==> src/rtl/led_fader.sv <==
// rtl/led_fader.sv - four-channel LED fader: synchronized on/off targets ramp PWM brightness up/down one step per tick
module led_fader #(
   parameter int PWM_BITS    = 8,
   parameter int STEP_CYCLES = 65536
) (
   input  logic       clk,
   input  logic       rst,
   input  logic [3:0] led_in,
   output logic [3:0] leds,
   output logic       fading
);

   localparam int PRE_W = (STEP_CYCLES > 1) ? $clog2(STEP_CYCLES) : 1;
   localparam logic [PRE_W-1:0] PRE_LAST = PRE_W'(STEP_CYCLES - 1);
   localparam logic [PWM_BITS-1:0] MAX = '1;

   logic [3:0]          sync1;
   logic [3:0]          target;
   logic [PRE_W-1:0]    pre_cnt;
   logic                tick;
   logic [PWM_BITS-1:0] pwm_cnt;
   logic [PWM_BITS-1:0] level [4];
   logic [PWM_BITS-1:0] level_next [4];
   logic [3:0]          rise;
   logic [3:0]          fall;
   logic [3:0]          pwm_out;

   assign tick = (pre_cnt == PRE_LAST);

   // Channel state is implied by (level, target): RISE and FALL move, OFF and ON hold.
   always_comb begin
      for (int i = 0; i < 4; i++) begin
         rise[i]       = target[i] && (level[i] != MAX);
         fall[i]       = !target[i] && (level[i] != '0);
         level_next[i] = level[i];
         if (rise[i])
            level_next[i] = level[i] + 1'b1;
         else if (fall[i])
            level_next[i] = level[i] - 1'b1;
         pwm_out[i]    = (level[i] == MAX) || (pwm_cnt < level[i]);
      end
   end

   always_ff @(posedge clk) begin
      if (rst) begin
         sync1   <= '0;
         target  <= '0;
         pre_cnt <= '0;
         pwm_cnt <= '0;
         leds    <= '0;
         fading  <= 1'b0;
         for (int i = 0; i < 4; i++)
            level[i] <= '0;
      end else begin
         sync1   <= led_in;
         target  <= sync1;
         pre_cnt <= tick ? '0 : pre_cnt + 1'b1;
         pwm_cnt <= pwm_cnt + 1'b1;
         leds    <= pwm_out;
         fading  <= |(rise | fall);
         if (tick) begin
            for (int i = 0; i < 4; i++)
               level[i] <= level_next[i];
         end
      end
   end

endmodule

==> config.mk <==
export PLATFORM = sky130hd
export DESIGN_NAME = led_fader
export DESIGN_NICKNAME = d
export VERILOG_FILES = /design/src/rtl/led_fader.sv
export SDC_FILE = /design/constraint.sdc
export NUM_CORES = 1
export LEC_CHECK = 0
export BUFFER_PORTS_ARGS = -buffer_cell sky130_fd_sc_hd__buf_4
export CORE_MARGIN = 3
export CORE_UTILIZATION = 56
export DETAILED_ROUTE_END_ITERATION = 12
export PLACE_DENSITY = 0.8
export SLEW_MARGIN = 10
export SYNTH_ARGS = -nofsm -noshare
export SYNTH_HDL_FRONTEND = slang
export SYNTH_SLANG_ARGS = --single-unit
==> constraint.sdc <==
create_clock -name clk -period 4.7 [get_ports clk]
set_input_delay 0.235 -clock clk [delete_from_list [all_inputs] [get_ports clk]]
set_output_delay 0.235 -clock clk [all_outputs]
set_load 0.01 [all_outputs]
* After elaboration in Yosys (flattened, before gate mapping) *
Memories as Yosys holds them, arrays and structs flattened.
Cells that the tools add are included.

storage, ports and cells
  bits in registers = 37
  RAM bits = 32
  input bits = 6
  output and inout bits = 5
  word-level logic and storage cells = 74
  memories kept = 1

memories
  name   words  width  rd ports  clocked after Yosys merged registers in  write ports  line  RTL
  level  4      8      4         0                                        4            22    logic [PWM_BITS-1:0] level [4];

operators by class
  $add $sub $neg = 10
  $lt $le $gt $ge = 4
  eq/ne operators = 9
  muxes and demuxes = 17
  bitwise operators = 5
  reduce and logical (&&, ||, !) cells = 22

operators with widths
  operator                                                             number
  8-bit two-way mux                                                    12
  8-bit by 1-bit adder with 8-bit output (second input constant)       5
  8-bit equality test (second input constant)                          4
  8-bit < comparator                                                   4
  8-bit != test (second input constant)                                4
  8-bit nonzero test                                                   4
  8-bit by 1-bit subtractor with 8-bit output (second input constant)  4
  16-bit by 1-bit adder with 16-bit output (second input constant)     1
  16-bit equality test (second input constant)                         1
  1-bit logical AND                                                    8
  1-bit two-way mux                                                    5
  1-bit logical NOT                                                    4
  1-bit logical OR                                                     4
  1-bit OR                                                             4
  4-bit OR                                                             1
  4-bit OR reduction                                                   1
  2-bit OR reduction                                                   1

* Logic depth before layout (Yosys ltp) *
Gate-level depths: netlist of the first run.

  depth in word-level cells = 5
  gate-level depth with buffers = 8
  mapped depth without buffers = 8

* Least setup slack after synthesis of the first run *
Ideal clock, no wire load.

  path type = flip-flop to flip-flop
  start point = memory level[2][0]
  end point = memory level[2][5] (data pin)
  setup time = 0.254 ns
  data arrival time = 2.311 ns
  data required time = 4.446 ns
  setup slack = 2.135 ns
  stages on the path, launching flop included = 9
  path buffers = 0
  period minus slack after synthesis = 2.565 ns
  cells stage by stage = edfxtp_1 > nand4_1 > o21ai_0 > ha_1 > a211oi_1 > o21bai_1 > a21oi_1 > xor2_1 > nor2_1

RTL lines
  what                line
  start: declaration  22

==> flow_summary.toml, run 1 <==
[outcome]
status = "finished, final reports clean"

[clock_network]
cts_tree = "built"
htree_levels = 3
cts_buffer_depth = 2
postCtsResizedCells = 0
cts-root-buf = "clkbuf_8"
cts_sinks = 69
clkTransAtPathRegs_ps = 80
post-cts-setup-buffer-count = 0
numCtsBuffers = 9
cts_hold_buf = 0
clkLatencyLatePin_ps = 340

[global_route]
antenna_found_initial = 0
grt_first_pass_wirelength_um = 15100
grt.overflow.total = 0
groute.usage.overall_pct = 21.1
grt_max_degree = 29
grt_pass1_vias = 3329

[synth]
ys_ff_latch = 69
synth.distinct_cells = 43
synth_top_area_share_pct = 21.5
netlist_top_cells_count = "63 x nor2_1, 54 x ha_1, 37 x dfxtp_1"
synth-edff-count = 32
synth_area_leaders = "edfxtp_1 22%, dfxtp_1 17%, ha_1 15%"
yosysSeqAreaShare_pct = 38.1
synth.largest_area_cell = "edfxtp_1"
avgSynthCellArea_um2 = 9.56
syn-cell-area_um2 = 4470
async_flop_share_pct = 0
yosysMostFrequentCell = "nor2_1"
ys_warn_count = 0
synthFlopType = "dfxtp_1"
syn_inst = 467
syn_nets = 531

[floorplanning]
io_pins = 11
start_util_pct = 59.7
core_area_um2 = 7490
row_count = 31
die_h_um = 95.3
die_width_um = 95.3
die_area_um2 = 9080

[timing]
hold_violations = 0
worst_slack_ps = 1660
slew_headroom_pct = 27.0
clock.fmax_ghz = 0.329
post-route-period-util_pct = 64.7
rsz0062_at_grt = "false"
finClkSkew_ps = 11.0
setup_viol = 0
tightest_slew_ps = 1080
slew_violations = 0
finalCriticalPeriod_ps = 3040
finalSetupTns_ps = 0

[pwr]
p_leak_nw = 2.01
power_density_nw_per_um2 = 269
peakVddDrop_v = 0.000193
p_total_mw = 1.29

[layout]
final_util_pct = 63.8
stdcell_count = 586
areaGrowthSynthToFinish_pct = 7.03
diodes = 0
fin_nets = 546
layout-drive-gt1-share_pct = 8.21

[routing]
drt_iter0_markers = 125
wire_per_inst_um = 15.1
routed_wirelength_um = 8830
num_vias = 3350
drtPass1Iterations = 4
drc = 0
drt.antenna.violating_nets = 0
viasPerCell = 5.72

[placement]
place_congestion = 0.875
dp_cells = 570
portBuffers = 10
dpl.hpwl_um = 6430
post-place-ws_ps = 1690

[worst_setup_path]
path_max_fanout = 8
cp.required_ps = 4780
r2r-start = "level[3][0]"
end_kind = "flop"
startpoint_type = "flop"
arrival_ps = 3120
reg2reg_to = "level[3][5]"
crit_type = "flop to flop"
reg2regPathDepth = 8
r2r_slack_ps = 1660

[min_path]
hp-start = "led_in[3]"
worstHoldPathType = "primary input to flop"
holdPathStages = 2
hold_end = "sync1[3]"

[flow_run]
max_cap_violations = 0
-- state kept, by name, summed over array words and instances (netlist names) --
signal / flops
sync1: 4
pre_cnt: 16
leds: 4
pwm_cnt: 8
target: 4
fading: 1
level: 32
-- kinds of logic after synthesis --
logic type | count (synthesis) | share of synthesized area, %
DFF | 69 | 38.1
muxes | 4 | 0.897
AOI/OAI and AO/OA | 102 | 14.7
and+or+nand+nor | 161 | 18.5
xor gates and xnor gates | 35 | 6.86
adders and majority gates | 58 | 16.9
buffers and inverters | 38 | 3.98
-- power breakdown --
| group | internal [mW] | switching [mW] | leakage, nW |
|---|---|---|---|
| sequential | 0.647 | 0.0231 | 0.632 |
| combinational | 0.0813 | 0.0974 | 1.29 |
| clock | 0.222 | 0.216 | 0.0883 |
-- placed cells by master (no fill, tap or decap), types with 10 or more instances in the layout --
master,count
a21oi_1,28
nand2_1,18
xor2_1,23
clkbuf_8,11
nor2_1,63
nand4_1,16
dfxtp_1,37
buf_4,10
edfxtp_1,32
ha_1,54
xnor2_1,12
o21ai_0,21
inv_1,31
a211oi_1,16
a21o_1,12
nor3_1,18
-- stage by stage --
stage                     hold slack, ps  cell area, µm²
final                               99.8            4780
after global routing                 106            4780
after CTS                           91.9            4780
after detailed placement             430            4610
after global placement               421            4610
after floorplan                      307            4470
-- metal layers --
metal  part of all wire [%]  routed length (µm)  up-vias  global-route usage [%]
met5                      0                   0        -                       0
met4                    1.0                  91        0                    7.33
met3                    2.4                 213        8                    3.31
met2                     51                4470       37                    36.9
met1                     46                4060     1583                    26.4
li1                       -                   -     1722                       -
-- layout make-up --
cell class                 count  area [µm²]
inverter                      32         120
sequential                    69        1700
clock buffer                  15         166
timing repair buffer          10        75.1
tap                           99         124
clock inverter                 1        6.26
multi-input combinational    360        2590
fill                         617        2710
-- critical path: stages (launching register included) --
cell	delay (ps)
edfxtp_1	480
nand4_1	150
o21ai_0	820
ha_1	400
a211oi_1	390
o21bai_1	130
a21oi_1	190
xor2_1	160
nor2_1	50
-- worst max-delay path by stage --
stage	startpoint	endpoint	slack, ps	cells past startpoint
2_1_floorplan	level[2][0]	level[2][5]	2130	8
4_1_cts	level[2][0]	level[2][6]	1670	8
3_3_place_gp	level[2][0]	level[2][5]	1740	8
6_report	level[3][0]	level[3][5]	1660	8
5_1_grt	level[2][0]	level[2][6]	1350	8
3_5_place_dp	level[2][0]	level[2][6]	1690	8
(Power assumes the default switching activity.)
==> inputs of run 2 (changes only) <==
clock period = 2.9 ns   (was 4.7 ns; I/O delays follow)
==> run 2 against run 1 <==
Effect of this change: register-to-register slack got worse by 1500 ps; wire length decreased by 1.0%; cell area rose by 2.5%; maximum frequency is 11% higher; clock skew is 6.0 ps lower; global-route usage about the same; count of clock-buffer cells in the layout fell by 6; final cell count is 2.0% higher; hold slack worse by 81 ps; die area unchanged.
==> flow_summary.toml, run 2 (synthesized netlist as in run 1, its figures left out) <==
[outcome]
status = "finished, final reports clean"

[pwr]
internal-power_mw = 1.59
p_sw_mw = 0.586
p_leak_nw = 2.07
seq_power_share_pct = 49.8
comb_power_share_pct = 13.9
p_sw_share_pct = 27.0
peakVddDrop_v = 0.000424
power_density_nw_per_um2 = 443
clkPwrFrac_pct = 36.2

[worst_setup_path]
worst_path_max_delay_cell = "o21ai_0"
r2r-start = "level[1][1]"
cpLargestDelayFamily = "compound AO/OA/AOI/OAI gates"
slowest_delay_ps = 570
end_kind = "flop"
startpoint_type = "flop"
reg2regPathDepth = 8
cp.required_ps = 2990
path_max_fanout = 5
reg2reg_to = "level[1][5]"
crit_chain = "nand4_1, o21ai_0, ha_1, a211oi_1, o21bai_1, a21oi_1, xor2_1, nor2_1"
crit_buf_inv = 0
arrival_ps = 2820
crit_type = "flop to flop"
r2r_slack_ps = 170

[placement]
dp_cells = 580
place_congestion = 0.845
portBuffers = 10
dpl_cell_area_um2 = 4680
dpl.hpwl_um = 6420

[layout]
regArea_um2 = 1700
largest_reg_flops = 32
stdcell_area_um2 = 4900
stdcell_count = 598
most-common-layout-cells = "63 x nor2_1, 54 x ha_1, 37 x dfxtp_1"
top_regs = "level x32, pre_cnt x16, pwm_cnt x8"
layout_commonest_cell = "nor2_1"
multi_input_area_um2 = 2590
areaGrowthSynthToFinish_pct = 9.75
diodes = 0
fin_nets = 558
fill_cells = 598
largest-register = "level"
layout-drive-gt1-share_pct = 10.8

[routing]
drt_iter0_markers = 127
routed_wirelength_um = 8740
drtPass1Iterations = 4
num_vias = 3419
wire_per_inst_um = 14.6
drt.antenna.violating_nets = 0
drc = 0
viasPerCell = 5.72

[floorplanning]
start_util_pct = 59.7
die_width_um = 95.3
die_h_um = 95.3
io_pins = 11
die_area_um2 = 9080
core_area_um2 = 7490
row_count = 31

[clock_network]
cts_buffer_depth = 2
cts_tree = "built"
cts_sinks = 69
htree_levels = 3
cts-root-buf = "clkbuf_8"
post-cts-setup-buffer-count = 0
clkTransAtPathRegs_ps = 80
clkLatencyLatePin_ps = 340
numCtsBuffers = 9

[global_route]
groute.usage.overall_pct = 21.1
grt.overflow.total = 0
grt_pass1_vias = 3397
grt_first_pass_wirelength_um = 15300
grt_max_degree = 29
antenna_found_initial = 0

[timing]
clock.fmax_ghz = 0.366
rsz0062_at_grt = "false"
finalSetupTns_ps = 0
finClkSkew_ps = 4.98
setup_viol = 0
finalCriticalPeriod_ps = 2730
slew_violations = 0
hold_violations = 0
post-route-period-util_pct = 94.1
slew_headroom_pct = 53.4
tightest_slew_ps = 691

[min_path]
worstHoldPathType = "primary input to flop"
hp-start = "led_in[0]"
holdPathStages = 2
hold_end = "sync1[0]"

[flow_run]
max_cap_violations = 0
## run 2: cell types whose count changed in the layout (fill, tap and decap cells not counted), moves of 2 or more
cell	before	now
clkbuf_8	11	9
clkbuf_1	4	0
dlygate4sd3_1	0	2
buf_4	10	20
clkinvlp_4	0	3
## run 2: how the worst max path moves through the flow
stage,startpoint,endpoint,slack [ps],cells past startpoint
4_1_cts,level[2][7],level[2][5],150,8
3_3_place_gp,level[1][1],level[1][5],410,8
5_1_grt,level[1][1],level[1][5],10,8
2_1_floorplan,level[2][0],level[2][5],330,8
6_report,level[1][1],level[1][5],170,8
3_5_place_dp,level[2][7],level[2][5],190,8
## run 2: cell type report
class	count	share of cell area, %
multi-input cells	360	52.8
flip-flops and latches	69	34.7
repair buffers	22	3.47
clock buffers	9	2.53
well taps	99	2.53
inverters	32	2.45
clock inverters	7	1.53
## run 2: layer usage
layer	track usage (%)	vias up	routed length, µm
li1	-	1752	-
met1	26.2	1608	3990
met2	36.6	53	4410
met3	4.34	6	269
met4	6.73	0	70
met5	0	-	0
## run 2: power by group through the flow
stage	logic (mW)	registers [mW]	clock network, mW
global route	0.346	1.09	0.837
CTS	0.304	1.08	0.801
global placement	0.286	1.10	0
finish	0.302	1.08	0.787
detailed placement	0.298	1.10	0
floorplan	0.228	1.10	0
## run 2: what timing repair did
action                     4_1_cts  5_1_grt
hold buffers                     2        0
hold endpoints to repair         2        0
resized for setup                0        1
setup endpoints to repair        0        1
## run 2: stage by stage
stage	util [%]	hold WS (ps)	worst slack (ps)	power, mW
2_1_floorplan	-	217	335	1.33
5_1_grt	65.5	27.2	13.5	2.27
6_report	65.5	18.4	171	2.17
4_1_cts	65.5	5.05	154	2.19
3_3_place_gp	62.5	358	414	1.39
3_5_place_dp	62.5	362	191	1.40
## run 2: worst reg2reg max path, stage by stage, from the launching register on
cell and delay (ps):
edfxtp_1 440, nand4_1 140, o21ai_0 570, ha_1 370, a211oi_1 400, o21bai_1 130
a21oi_1 200, xor2_1 170, nor2_1 50
